===== src/rtl/bin2bcd_seq_if.sv =====
// Handshake and result bundle for the sequential binary-to-BCD converter.
// The master drives requests; the slave (the converter) returns status and results.
interface bin2bcd_seq_if #(
  parameter int WIDTH  = 16,
  parameter int DIGITS = 5
);
  logic                  start;
  logic                  sign_en;
  logic [WIDTH-1:0]      bin_in;
  logic                  busy;
  logic                  done;
  logic [4*DIGITS-1:0]   bcd_out;
  logic                  negative;
  logic                  overflow;

  modport master (
    output start, sign_en, bin_in,
    input  busy, done, bcd_out, negative, overflow
  );

  modport slave (
    input  start, sign_en, bin_in,
    output busy, done, bcd_out, negative, overflow
  );
endinterface


===== src/rtl/bin2bcd_seq.sv =====
// Sequential double-dabble binary-to-BCD converter, one input bit per clock,
// with signed input support, overflow detection and a start/busy/done handshake.
module bin2bcd_seq #(
  parameter int WIDTH  = 16,
  parameter int DIGITS = 5
) (
  input  logic         Clk,
  input  logic         Reset,
  bin2bcd_seq_if.slave bus
);

  localparam int CW = $clog2(WIDTH + 1);
  localparam int BW = 4 * DIGITS;

  typedef enum logic [1:0] {
    IDLE,
    CONVERT,
    FINISH
  } state_t;

  state_t            state;
  logic [WIDTH-1:0]  bin_sr;
  logic [BW-1:0]     acc;
  logic [BW-1:0]     acc_adj;
  logic [CW-1:0]     cnt;
  logic              sign_q;
  logic              nonzero_q;
  logic              ovf_track;
  logic              is_neg;
  logic [WIDTH-1:0]  magnitude;

  // Negating the most negative value wraps to 2^(WIDTH-1), which is still the
  // correct unsigned magnitude.
  always_comb begin
    is_neg    = bus.sign_en & bus.bin_in[WIDTH-1];
    magnitude = is_neg ? -bus.bin_in : bus.bin_in;
  end

  always_comb begin
    acc_adj = acc;
    for (int d = 0; d < DIGITS; d++) begin
      if (acc[4*d +: 4] >= 4'd5) begin
        acc_adj[4*d +: 4] = acc[4*d +: 4] + 4'd3;
      end
    end
  end

  always_ff @(posedge Clk or posedge Reset) begin
    if (Reset) begin
      state        <= IDLE;
      bin_sr       <= '0;
      acc          <= '0;
      cnt          <= '0;
      sign_q       <= 1'b0;
      nonzero_q    <= 1'b0;
      ovf_track    <= 1'b0;
      bus.busy     <= 1'b0;
      bus.done     <= 1'b0;
      bus.bcd_out  <= '0;
      bus.negative <= 1'b0;
      bus.overflow <= 1'b0;
    end else begin
      bus.done <= 1'b0;
      case (state)
        IDLE: begin
          if (bus.start) begin
            bin_sr    <= magnitude;
            sign_q    <= is_neg;
            nonzero_q <= |bus.bin_in;
            acc       <= '0;
            ovf_track <= 1'b0;
            cnt       <= CW'(WIDTH);
            bus.busy  <= 1'b1;
            state     <= CONVERT;
          end
        end
        // Any bit pushed out of the top digit means the value needs more digits.
        CONVERT: begin
          acc       <= {acc_adj[BW-2:0], bin_sr[WIDTH-1]};
          ovf_track <= ovf_track | acc_adj[BW-1];
          bin_sr    <= {bin_sr[WIDTH-2:0], 1'b0};
          cnt       <= cnt - CW'(1);
          if (cnt == CW'(1)) begin
            state <= FINISH;
          end
        end
        FINISH: begin
          bus.bcd_out  <= acc;
          bus.negative <= sign_q & nonzero_q;
          bus.overflow <= ovf_track;
          bus.done     <= 1'b1;
          bus.busy     <= 1'b0;
          state        <= IDLE;
        end
        default: begin
          state <= IDLE;
        end
      endcase
    end
  end

endmodule

===== src/flat_wrapper.sv =====
// flat-port wrapper written by rule: the top's interface ports become plain ports
module bin2bcd_seq_flat 
#(
  parameter int WIDTH  = 16,
  parameter int DIGITS = 5
)
  (Clk, Reset, bus_start, bus_sign_en, bus_bin_in, bus_busy, bus_done, bus_bcd_out, bus_negative, bus_overflow);
  bin2bcd_seq_if #(.WIDTH(WIDTH), .DIGITS(DIGITS)) bus_i ();
  input  logic Clk;
  input  logic Reset;
  input wire logic [$bits(bus_i.start)-1:0] bus_start;
  input wire logic [$bits(bus_i.sign_en)-1:0] bus_sign_en;
  input wire logic [$bits(bus_i.bin_in)-1:0] bus_bin_in;
  output wire logic [$bits(bus_i.busy)-1:0] bus_busy;
  output wire logic [$bits(bus_i.done)-1:0] bus_done;
  output wire logic [$bits(bus_i.bcd_out)-1:0] bus_bcd_out;
  output wire logic [$bits(bus_i.negative)-1:0] bus_negative;
  output wire logic [$bits(bus_i.overflow)-1:0] bus_overflow;
  assign bus_i.start = bus_start;
  assign bus_i.sign_en = bus_sign_en;
  assign bus_i.bin_in = bus_bin_in;
  assign bus_busy = bus_i.busy;
  assign bus_done = bus_i.done;
  assign bus_bcd_out = bus_i.bcd_out;
  assign bus_negative = bus_i.negative;
  assign bus_overflow = bus_i.overflow;
  bin2bcd_seq #(.WIDTH(WIDTH), .DIGITS(DIGITS)) u_core (.Clk(Clk), .Reset(Reset), .bus(bus_i));
endmodule

===== config.mk =====
export PLATFORM = sky130hd
export DESIGN_NAME = bin2bcd_seq_flat
export DESIGN_NICKNAME = d
export VERILOG_FILES = /design/src/rtl/bin2bcd_seq_if.sv /design/src/rtl/bin2bcd_seq.sv /design/src/flat_wrapper.sv
export SDC_FILE = /design/constraint.sdc
export NUM_CORES = 1
export LEC_CHECK = 0
export ABC_AREA = 1
export ABC_CLOCK_PERIOD_IN_PS = 4400
export BUFFER_PORTS_ARGS = -buffer_cell sky130_fd_sc_hd__buf_2
export CAP_MARGIN = 40
export CELL_PAD_IN_SITES_DETAIL_PLACEMENT = 0
export CELL_PAD_IN_SITES_GLOBAL_PLACEMENT = 1
export CORE_UTILIZATION = 46
export CTS_CLUSTER_SIZE = 25
export DETAILED_ROUTE_END_ITERATION = 10
export GPL_ROUTABILITY_DRIVEN = 0
export PLACE_DENSITY = 0.85
export REMOVE_ABC_BUFFERS = 1
export SYNTH_ARGS = -nofsm -noshare
export SYNTH_HDL_FRONTEND = slang
export SYNTH_SLANG_ARGS = --single-unit

===== constraint.sdc =====
create_clock -name Clk -period 4.4 [get_ports Clk]
set_clock_uncertainty 0.1 [all_clocks]
set_input_delay 1.1 -clock Clk [delete_from_list [all_inputs] [get_ports Clk]]
set_output_delay 1.1 -clock Clk [all_outputs]
set_load 0.005 [all_outputs]

==> flow_summary_export.csv, run 1 <==
group,metric,value,unit
run,drv_cap,0,
die,dieHeight,89.40,um
pwr,power.net_switching,1.051,mW
clocking,cts_buffers,9,
setup_path,crit_arrival,2.37,ns
sta,tightest_slew,0.7198,ns
die,fp.dieW,89.40,um
pwr,power.switching_fraction,39.30,%
setup_path,worstPathRequired,4.50,ns
sta,hold-worst-slack,0.3771,ns
global_routing,antenna_violations_before_repair,0,
sta,timing_max_transition_violations_final,0,
global_routing,overflow,0,
setup_path,crit_chain,"nor2_2 -> buf_4 -> inv_2 -> nand2_2 -> inv_2 -> a22oi_1 -> o21ai_0",
routing,routed_wirelength,7434,um
clocking,clock_tree.htree_level_count,3,
sta,relSlewSlack,51.96,%
layout,mostFrequentLayoutCell,"sky130_fd_sc_hd__nand2_1",
layout,multi_input_comb_area,1511,um2
layout,drive_above_1_share,14.95,%
sta,timing.setup.tns,0,ns
die,floorplan.initialDensity,47.93,%
sta,grt_setup_unrepaired,"no",
setup_path,cp_slowest_stage_delay,0.43,ns
layout,sequential_cell_area,1752,um2
logic_synthesis,synth-seq-area-share,49.86,%
logic_synthesis,synthesis.area,3513,um2
global_routing,largest_net_degree_at_the_start_of_global_routing,50,
setup_path,cp_most_frequent_cell,"sky130_fd_sc_hd__inv_2",
layout,final_cells,574,
pwr,sequentialPowerShare,40.8,%
logic_synthesis,yosysWarnings,0,
layout,insertedDiodeCount,0,
die,floorplan.core_area,7331,um2
pwr,p_int,1.623,mW
pwr,power_frac_clock,18.4,%
logic_synthesis,synth.avg_cell_area,8.190,um2
clocking,post_cts_hold_buffer_count,0,
routing,drtIter0Drc,201,
global_routing,grt_pass1_wl,12400,um
logic_synthesis,total_of_flip_flops_plus_latches_after_synthesis,70,
status,outcome,"complete, no violations",
pwr,p_leak,2.010,nW
clocking,clock_tree.buffer_depth,2,
clocking,cts.sinks,70,
layout,area_growth,13.68,%
routing,antenna_violating_nets_post_route,0,
routing,detail_route.vias_per_cell,5.166,
setup_path,critical_path.endpoint_type,"register",
layout,fillerInstances,691,
routing,post_drt_wl_per_cell,12.95,um
place,port_buffers,43,
min_path,worstHoldPathType,"register to register",
clocking,post_cts.resized_instances,0,
place,preCtsSetupSlack,1.787,ns
layout,layout.nets,505,
routing,drc,0,
clocking,cts.repair_timing.setup_buffer_count,0,
pwr,ir_worst_vdd,0.0004232,V
pwr,powerDensity,669.3,nW/um2
layout,utilization,54.48,%
global_routing,gr-usage-all-layers,20.60,%
setup_path,timing.critical_path.slowest_stage_cell,"sky130_fd_sc_hd__nand2_2",
clocking,cts.reportedPaths.clkPinSlew,0.07,ns
setup_path,crit_path_max_fanout,31,
pwr,share_comb_of_total_power,40.8,%
clocking,clkLatencyLatePin,0.33,ns
routing,route.vias.total,2965,
setup_path,critPathLaunchType,"register",
logic_synthesis,synth.distinct_cells,25,
sta,hold_viol_final,0,
sta,report.final.setup_viol,0,
clocking,cts_tree,"built",
die,fp-row-count,31,
global_routing,number_of_global_route_vias_before_repair,2687,
sta,layout_min_cycle_time,2.274,ns
place,placed_cells_incl_taps,560,
die,design.portCount,44,
sta,max_clock_freq,0.4397,GHz
place,hpwl,5232,um
die,fp.dieArea,7991,um2
layout,final_cell_mix,"sky130_fd_sc_hd__nand2_1, sky130_fd_sc_hd__dfrtp_1, sky130_fd_sc_hd__o21ai_0, sky130_fd_sc_hd__buf_2, sky130_fd_sc_hd__inv_1",
setup_path,timing_worst_setup_path_type,"register to register",
routing,detailed_router_iteration_count_before_antenna_repair,4,
logic_synthesis,netlist_instances,429,
clocking,cts.root.buffer_cell,"sky130_fd_sc_hd__clkbuf_8",
sta,final_critical_path_setup_slack,2.126,ns
sta,final.period_utilization,51.69,%
routing by layer:
metal  vias up  global-route usage [%]  wire length (um)
li1       1502                       -                 -
met1      1395                   28.07              3621
met2        62                   32.62              3453
met3         6                   5.817               293
met5         -                       0                 0
met4         0                   5.051                65
cell families after synthesis:
kind of cell | share of synthesized area (%)
AO/OA/AOI/OAI | 17.63
adder cells (fa/ha/maj) | 4.630
flip-flops | 49.86
XOR/XNOR | 0.9970
AND/OR/NAND/NOR | 19.48
multiplexers | 0.2849
buffers and inverters | 7.122
worst max-delay path: cells and delay by family, from the launching register on:
kind	cells	cell delay, ns
buffers and inverters	3	0.74
AND/OR/NAND/NOR	2	0.54
flip-flops	1	0.42
AO/OA/AOI/OAI	2	0.31
path summary, 6_finish.rpt:
path,to,slack (ns),startpoint,cells after the start
min in group asynchronous,u_core.bus.bcd_out[6],0.68,Reset,2
max in group asynchronous,u_core.bin_sr[2],2.54,Reset,3
max,u_core.bin_sr[4],2.13,u_core.state[1],7
min reg2reg,u_core.bus.bcd_out[16],0.38,u_core.bus.bcd_out[16],2
max reg2reg,u_core.bin_sr[4],2.13,u_core.state[1],7
min,u_core.bus.bcd_out[16],0.38,u_core.bus.bcd_out[16],2
power by group through the flow:
| stage | Combinational [mW] | Sequential, mW | Clock [mW] |
|---|---|---|---|
| 6_report | 1.09 | 1.09 | 0.492 |
| 3_3_place_gp | 1.06 | 1.09 | 0 |
| 5_1_grt | 1.28 | 1.13 | 0.537 |
| 4_1_cts | 1.10 | 1.09 | 0.512 |
| 2_1_floorplan | 0.788 | 1.07 | 0 |
| 3_5_place_dp | 1.10 | 1.10 | 0 |
metrics by stage:
stage	cell area, um2	total power [mW]
finish	3994	2.673
global route	3994	2.946
CTS	3994	2.701
detailed placement	3801	2.196
global placement	3801	2.154
floorplan	3447	1.862
synthesized netlist by cell type, drive strengths merged:
cell / instances / area [um2]
nand2: 96 / 362.8
dfrtp: 70 / 1752
o21ai: 68 / 340.3
inv: 49 / 183.9
nor2: 42 / 165.2
nand3: 23 / 120.1
a21oi: 17 / 85.08
a22oi: 14 / 105.1
ha: 13 / 162.7
buf: 9 / 51.30
o22ai: 8 / 50.05
clkbuf: 4 / 15.01
o211ai: 4 / 30.03
xor2: 4 / 35.03
nor3: 3 / 15.01
nand3b: 2 / 15.01
mux2i: 1 / 10.01
nand4: 1 / 6.260
o221ai: 1 / 8.760
layout make-up:
cell class | instances | share of cell area [%]
clock buffer | 14 | 4.825
sequential | 70 | 43.86
timing repair buffer | 45 | 5.764
multi-input combinational | 297 | 37.84
tap | 99 | 3.102
inverter | 49 | 4.605
state kept, by name, indices dropped and copies added (netlist names):
signal,count
u_core.bus.negative,1
u_core.bus.busy,1
u_core.ovf_track,1
u_core.cnt,5
u_core.bus.bcd_out,20
u_core.bus.overflow,1
u_core.bus.done,1
u_core.bin_sr,16
u_core.state,2
u_core.sign_q,1
u_core.acc,20
u_core.nonzero_q,1
(Power assumes the default switching activity.)
==> inputs of run 2 (changes only) <==
- ABC_AREA: 1 -> 0
- ABC_CLOCK_PERIOD_IN_PS: 4400 -> 2200
- CORE_UTILIZATION: 46 -> 45
- PLACE_DENSITY: 0.85 -> 0.8
- clock period: 4.4 -> 2.2 ns (I/O delays scaled with it)
==> flow_summary_export.csv, run 2 <==
group,metric,value,unit
status,outcome,"complete, no violations",
pwr,powerDensity,1315,nW/um2
global_routing,busiest_grt_layer,"met2",
logic_synthesis,synth_flop_type,"sky130_fd_sc_hd__dfrtp_1",
layout,final_cell_mix,"sky130_fd_sc_hd__dfrtp_1, sky130_fd_sc_hd__buf_2, sky130_fd_sc_hd__o21ai_0, sky130_fd_sc_hd__nand2_1, sky130_fd_sc_hd__nand3_1",
global_routing,gr-usage-met1,23.94,%
routing,drc,0,
global_routing,number_of_global_route_vias_before_repair,2586,
global_routing,overflow,0,
clocking,post_cts.resized_instances,0,
sta,final.period_utilization,81.39,%
layout,insertedDiodeCount,0,
sta,max_clock_freq,0.5585,GHz
global_routing,largest_net_degree_at_the_start_of_global_routing,35,
setup_path,rr_worst_depth,6,
global_routing,grt_pass1_wl,11840,um
logic_synthesis,ys_top_cells_by_area,"sky130_fd_sc_hd__dfrtp_1, sky130_fd_sc_hd__o21ai_0, sky130_fd_sc_hd__mux2_2",
min_path,worstHoldPathType,"input pin to asynchronous set/reset pin",
logic_synthesis,synthMostInstantiatedCell,"sky130_fd_sc_hd__dfrtp_1",
logic_synthesis,cell_taking_the_most_area_after_synthesis,"sky130_fd_sc_hd__dfrtp_1",
routing,post_drt_wl_per_cell,13.76,um
global_routing,gr-usage-all-layers,18.15,%
place,placed_cells_incl_taps,479,
layout,layout.nets,424,
sta,timing_max_transition_violations_final,0,
setup_path,r2r_slack,0.41,ns
global_routing,met3_track_demand_over_resource_in_global_routing,3.384,%
sta,layout_min_cycle_time,1.791,ns
place,hpwl,4890,um
logic_synthesis,synth_top_area_share,50.02,%
die,fp.dieArea,8140,um2
die,floorplan.core_area,7370,um2
routing,antenna_violating_nets_post_route,0,
clocking,cts_tree,"built",
logic_synthesis,synth_edf_count,0,
clocking,cts_buffers,9,
setup_path,critical_path.endpoint_type,"register",
sta,grt_setup_unrepaired,"no",
logic_synthesis,most_instantiated_cells_after_synthesis,"sky130_fd_sc_hd__dfrtp_1, sky130_fd_sc_hd__o21ai_0, sky130_fd_sc_hd__nand2_1, sky130_fd_sc_hd__nand3_1, sky130_fd_sc_hd__inv_1",
sta,report.final.setup_viol,0,
run,drv_cap,0,
routing,routed_wirelength,6786,um
setup_path,cp-startpoint,"u_core.acc[4]",
setup_path,critPathLaunchType,"register",
die,fp.dieW,90.22,um
layout,leading_registers_by_flop_count,"u_core.acc x20, u_core.bus.bcd_out x20, u_core.bin_sr x16",
layout,final_cells,493,
setup_path,crit_arrival,1.95,ns
setup_path,timing_worst_setup_path_type,"register to register",
layout,area_growth,16.04,%
setup_path,worstPathRequired,2.36,ns
pwr,p_leak,1.830,nW
sta,relSlewSlack,69.03,%
logic_synthesis,synth-seq-area-share,50.02,%
clocking,cts.reportedPaths.clkPinSlew,0.07,ns
sta,tightest_slew,0.4604,ns
logic_synthesis,total_of_flip_flops_plus_latches_after_synthesis,70,
setup_path,r2r_end,"u_core.acc[6]",
routing,route.vias.total,2649,
clocking,post_cts_hold_buffer_count,0,
setup_path,endpoint,"u_core.acc[6]",
layout,mostFrequentLayoutCell,"sky130_fd_sc_hd__dfrtp_1",
setup_path,r2r_path_start,"u_core.acc[4]",
pwr,ir_worst_vdd,0.0003761,V
global_routing,antenna_violations_before_repair,0,
die,design.portCount,44,
sta,hold_viol_final,0,
clocking,clkLatencyLatePin,0.33,ns
routing,detailed_router_iteration_count_before_antenna_repair,4,
place,port_buffers,43,
sta,hold-worst-slack,0.1192,ns
die,fp-row-count,31,
logic_synthesis,synth.avg_cell_area,10.30,um2
clocking,clock_tree.buffer_depth,2,
logic_synthesis,synthesis.area,3502,um2
die,dieHeight,90.22,um
logic_synthesis,yosysWarnings,0,
clocking,cts.repair_timing.setup_buffer_count,0,
clocking,clock_tree.htree_level_count,3,
setup_path,crit_path_max_fanout,4,
routing,detail_route.vias_per_cell,5.373,
clocking,cts.root.buffer_cell,"sky130_fd_sc_hd__clkbuf_8",
routing,drtIter0Drc,104,
clocking,cts.sinks,70,
logic_synthesis,synth_async_sr_flop_share,100.0,%
die,floorplan.initialDensity,47.52,%
logic_synthesis,netlist_instances,340,
logic_synthesis,synth.distinct_cells,39,
layout,drive_above_1_share,23.86,%
global_routing,global_route.usage.met2,28.82,%
## run 2: changes by cell type in the layout (fill, tap and decap cells not counted), moves of 6 or more
cell	before	now
sky130_fd_sc_hd__xnor2_1	0	13
sky130_fd_sc_hd__buf_4	2	14
sky130_fd_sc_hd__inv_2	7	1
sky130_fd_sc_hd__o22ai_1	8	0
sky130_fd_sc_hd__o31ai_1	0	12
sky130_fd_sc_hd__nand2_1	95	21
sky130_fd_sc_hd__nor2_1	39	11
sky130_fd_sc_hd__nand2b_1	0	6
sky130_fd_sc_hd__o21ai_0	60	40
sky130_fd_sc_hd__inv_1	42	17
sky130_fd_sc_hd__mux2_2	0	16
## run 2: worst max-delay path: stages (launching register included)
cell and delay, ns:
sky130_fd_sc_hd__dfrtp_1 0.41, sky130_fd_sc_hd__inv_1 0.13, sky130_fd_sc_hd__ha_1 0.21, sky130_fd_sc_hd__nand2b_1 0.06
sky130_fd_sc_hd__a21oi_1 0.30, sky130_fd_sc_hd__mux2_2 0.38, sky130_fd_sc_hd__o21ai_0 0.13
## run 2: kinds of logic after synthesis
logic type,after synthesis,share of synthesized area [%]
AOI/OAI and AO/OA,98,17.26
and+or+nand+nor,86,13.43
DFF,70,50.02
buffers and inverters,35,3.966
xor gates and xnor gates,21,5.252
muxes,17,5.430
adders and majority gates,13,4.645
## run 2: routing by layer
layer  vias to the layer above  wire (um)
li1                       1319          -
met1                      1268       3309
met2                        52       3144
met3                        10        223
met4                         0        109
met5                         -          0
## run 2: per-stage QoR
step | instance area [um2] | TNS (ns) | power, mW | setup WS, ns | util, %
final | 4064 | 0 | 5.345 | 0.4095 | 55.14
after global routing | 4064 | 0 | 5.830 | 0.2566 | 55.14
after CTS | 4064 | 0 | 5.423 | 0.4048 | 55.14
after detailed placement | 3875 | 0 | 4.393 | 0.1407 | 52.58
after global placement | 3875 | 0 | 4.318 | 0.1531 | 52.58
after floorplan | 3431 | -15.28 | 3.662 | -0.2182 | -
## run 2: how the worst min path moves through the flow
stage               slack (ns)  depth (start not counted)               from                     end
floorplan                 0.34                          2  u_core.bin_sr[15]           u_core.acc[0]
global placement          0.36                          2  u_core.bin_sr[15]           u_core.acc[0]
detailed placement        0.36                          2  u_core.bin_sr[15]           u_core.acc[0]
CTS                       0.12                          2              Reset   u_core.bus.bcd_out[9]
global route              0.13                          2              Reset  u_core.bus.bcd_out[15]
finish                    0.12                          2              Reset  u_core.bus.bcd_out[11]
## run 2: area by class of cell
| cell class | count | area, um2 |
|---|---|---|
| clock inverter | 1 | 30.03 |
| multi-input combinational | 235 | 1612 |
| clock buffer | 13 | 158.9 |
| inverter | 18 | 67.56 |
| timing repair buffer | 57 | 320.3 |
| tap | 99 | 123.9 |
| fill | 695 | 3306 |
| sequential | 70 | 1752 |
## run 2: where the power goes
part	total, mW	internal, mW	switching [mW]
registers	2.24	1.85	0.386
clock network	1.01	0.575	0.434
logic	2.10	1.00	1.10
==> inputs of run 3 (changes only) <==
- ABC_CLOCK_PERIOD_IN_PS: 2200 -> 1700
- clock period: 2.2 -> 1.7 ns (I/O delays scaled with it)
==> flow_summary_export.csv, run 3 (same netlist as run 2, synthesis figures left out) <==
group,metric,value,unit
clocking,clock_tree.buffer_depth,2,
run,drv_cap,0,
routing,drc,0,
setup_path,crit_arrival,1.77,ns
status,outcome,"complete, no violations",
pwr,power.switching_fraction,36.88,%
die,design.portCount,44,
layout,area_growth,23.37,%
setup_path,rr_worst_depth,6,
die,fp-row-count,31,
layout,layout.nets,454,
sta,hold_viol_final,0,
clocking,cts_buffers,9,
pwr,ir_worst_vdd,0.0004844,V
pwr,power.net_switching,2.653,mW
global_routing,overflow,0,
pwr,share_comb_of_total_power,44.5,%
clocking,clock_tree.htree_level_count,3,
pwr,p_leak,1.964,nW
pwr,powerDensity,1665,nW/um2
clocking,cts.root.buffer_cell,"sky130_fd_sc_hd__clkbuf_8",
place,port_buffers,43,
min_path,worstHoldPathType,"input pin to asynchronous set/reset pin",
routing,route.vias.total,2769,
sta,report.final.setup_viol,0,
sta,grt_setup_unrepaired,"no",
setup_path,worstPathRequired,1.80,ns
layout,drive_above_1_share,32.47,%
sta,relSlewSlack,72.22,%
die,fp.dieArea,8140,um2
pwr,power_frac_clock,15.0,%
setup_path,critical_path.endpoint_type,"register",
clocking,cts.sinks,70,
setup_path,r2r_end,"u_core.acc[10]",
setup_path,r2r_path_start,"u_core.acc[8]",
die,dieHeight,90.22,um
setup_path,r2r_slack,0.09,ns
global_routing,number_of_global_route_vias_before_repair,2683,
layout,insertedDiodeCount,0,
sta,hold-worst-slack,0.04034,ns
clocking,cts.reportedPaths.clkPinSlew,0.07,ns
routing,post_drt_wl_per_cell,13.56,um
layout,utilization,58.62,%
sta,timing_max_transition_violations_final,0,
die,fp.dieW,90.22,um
die,floorplan.initialDensity,47.52,%
routing,detail_route.vias_per_cell,5.284,
sta,max_clock_freq,0.5993,GHz
layout,final_cell_mix,"sky130_fd_sc_hd__dfrtp_1, sky130_fd_sc_hd__buf_2, sky130_fd_sc_hd__buf_4, sky130_fd_sc_hd__o21ai_0",
setup_path,crit_path_max_fanout,4,
pwr,totalPowerFinal,7.193,mW
global_routing,grt_pass1_wl,12500,um
sta,final.period_utilization,98.15,%
routing,detailed_router_iteration_count_before_antenna_repair,4,
setup_path,critPathLaunchType,"input pin",
global_routing,antenna_violations_before_repair,0,
layout,leading_registers_by_flop_count,"u_core.acc x20, u_core.bus.bcd_out x20, u_core.bin_sr x16",
sta,tightest_slew,0.4157,ns
clocking,clkLatencyLatePin,0.33,ns
pwr,p_int,4.540,mW
pwr,sequentialPowerShare,40.6,%
layout,mostFrequentLayoutCell,"sky130_fd_sc_hd__dfrtp_1",
global_routing,largest_net_degree_at_the_start_of_global_routing,71,
sta,layout_min_cycle_time,1.669,ns
place,hpwl,5119,um
clocking,cts_tree,"built",
setup_path,timing_worst_setup_path_type,"input pin to register",
clocking,post_cts_hold_buffer_count,0,
global_routing,gr-usage-all-layers,18.90,%
routing,antenna_violating_nets_post_route,0,
routing,routed_wirelength,7103,um
routing,drtIter0Drc,110,
die,floorplan.core_area,7370,um2
==> run 3: worst max path at each step <==
| stage | endpoint | slack [ns] | startpoint | depth (start not counted) |
|---|---|---|---|---|
| 2_1_floorplan | u_core.acc[0] | -0.59 | Reset | 1 |
| 3_3_place_gp | u_core.bin_sr[13] | -0.19 | bus_bin_in[1] | 5 |
| 3_5_place_dp | u_core.bin_sr[13] | -0.29 | bus_bin_in[1] | 5 |
| 4_1_cts | u_core.acc[10] | 0.004 | u_core.acc[9] | 6 |
| 5_1_grt | u_core.acc[18] | 0.003 | u_core.acc[17] | 6 |
| 6_report | u_core.bin_sr[13] | 0.03 | bus_bin_in[1] | 5 |
==> run 3: worst max-delay path, stage by stage <==
cell                      delay (ns)
sky130_fd_sc_hd__buf_2          0.11
sky130_fd_sc_hd__or4_4          0.57
sky130_fd_sc_hd__nor4_2         0.30
sky130_fd_sc_hd__mux2i_1        0.28
sky130_fd_sc_hd__nand3_1        0.10
==> run 3: timing repair <==
action,CTS,global route
setup buffers,0,1
endpoints found under the setup margin,1,7
gates resized for setup,2,16
==> run 3: routing by layer <==
layer	global-route usage, %	vias up	share of wire [%]
met3	4.061	2	3.7
met2	32.06	59	48
met4	4.839	0	0.51
met1	24.53	1326	47
li1	-	1382	-
met5	0	-	0
==> run 3: area by class of cell <==
type                            count  area [um2]
Fill cell                         657        3049
Sequential cell                    70        1752
Multi-Input combinational cell    235        1645
Timing Repair Buffer               87       583.1
Clock buffer                       13       138.9
Tap cell                           99       123.9
Inverter                           18       67.56
Clock inverter                      2       10.01
==> run 3: metrics by stage <==
step           setup slack [ns]  area [um2]  cells  setup TNS, ns
3_3_place_gp            -0.1868        4130    508         -1.326
6_report                0.03143        4320    524              0
2_1_floorplan           -0.5932        3431    323         -44.11
5_1_grt                0.002828        4320    524              0
3_5_place_dp            -0.2857        4130    508         -1.772
4_1_cts                0.003880        4285    523              0
==> run 3: power by group through the flow <==
| stage | registers, mW | clock network [mW] | logic [mW] |
|---|---|---|---|
| final | 2.92 | 1.08 | 3.20 |
| after global routing | 3.02 | 1.19 | 3.61 |
| after CTS | 2.90 | 1.11 | 3.15 |
| after detailed placement | 2.93 | 0 | 3.11 |
| after global placement | 2.89 | 0 | 3.01 |
| after floorplan | 2.84 | 0 | 1.89 |
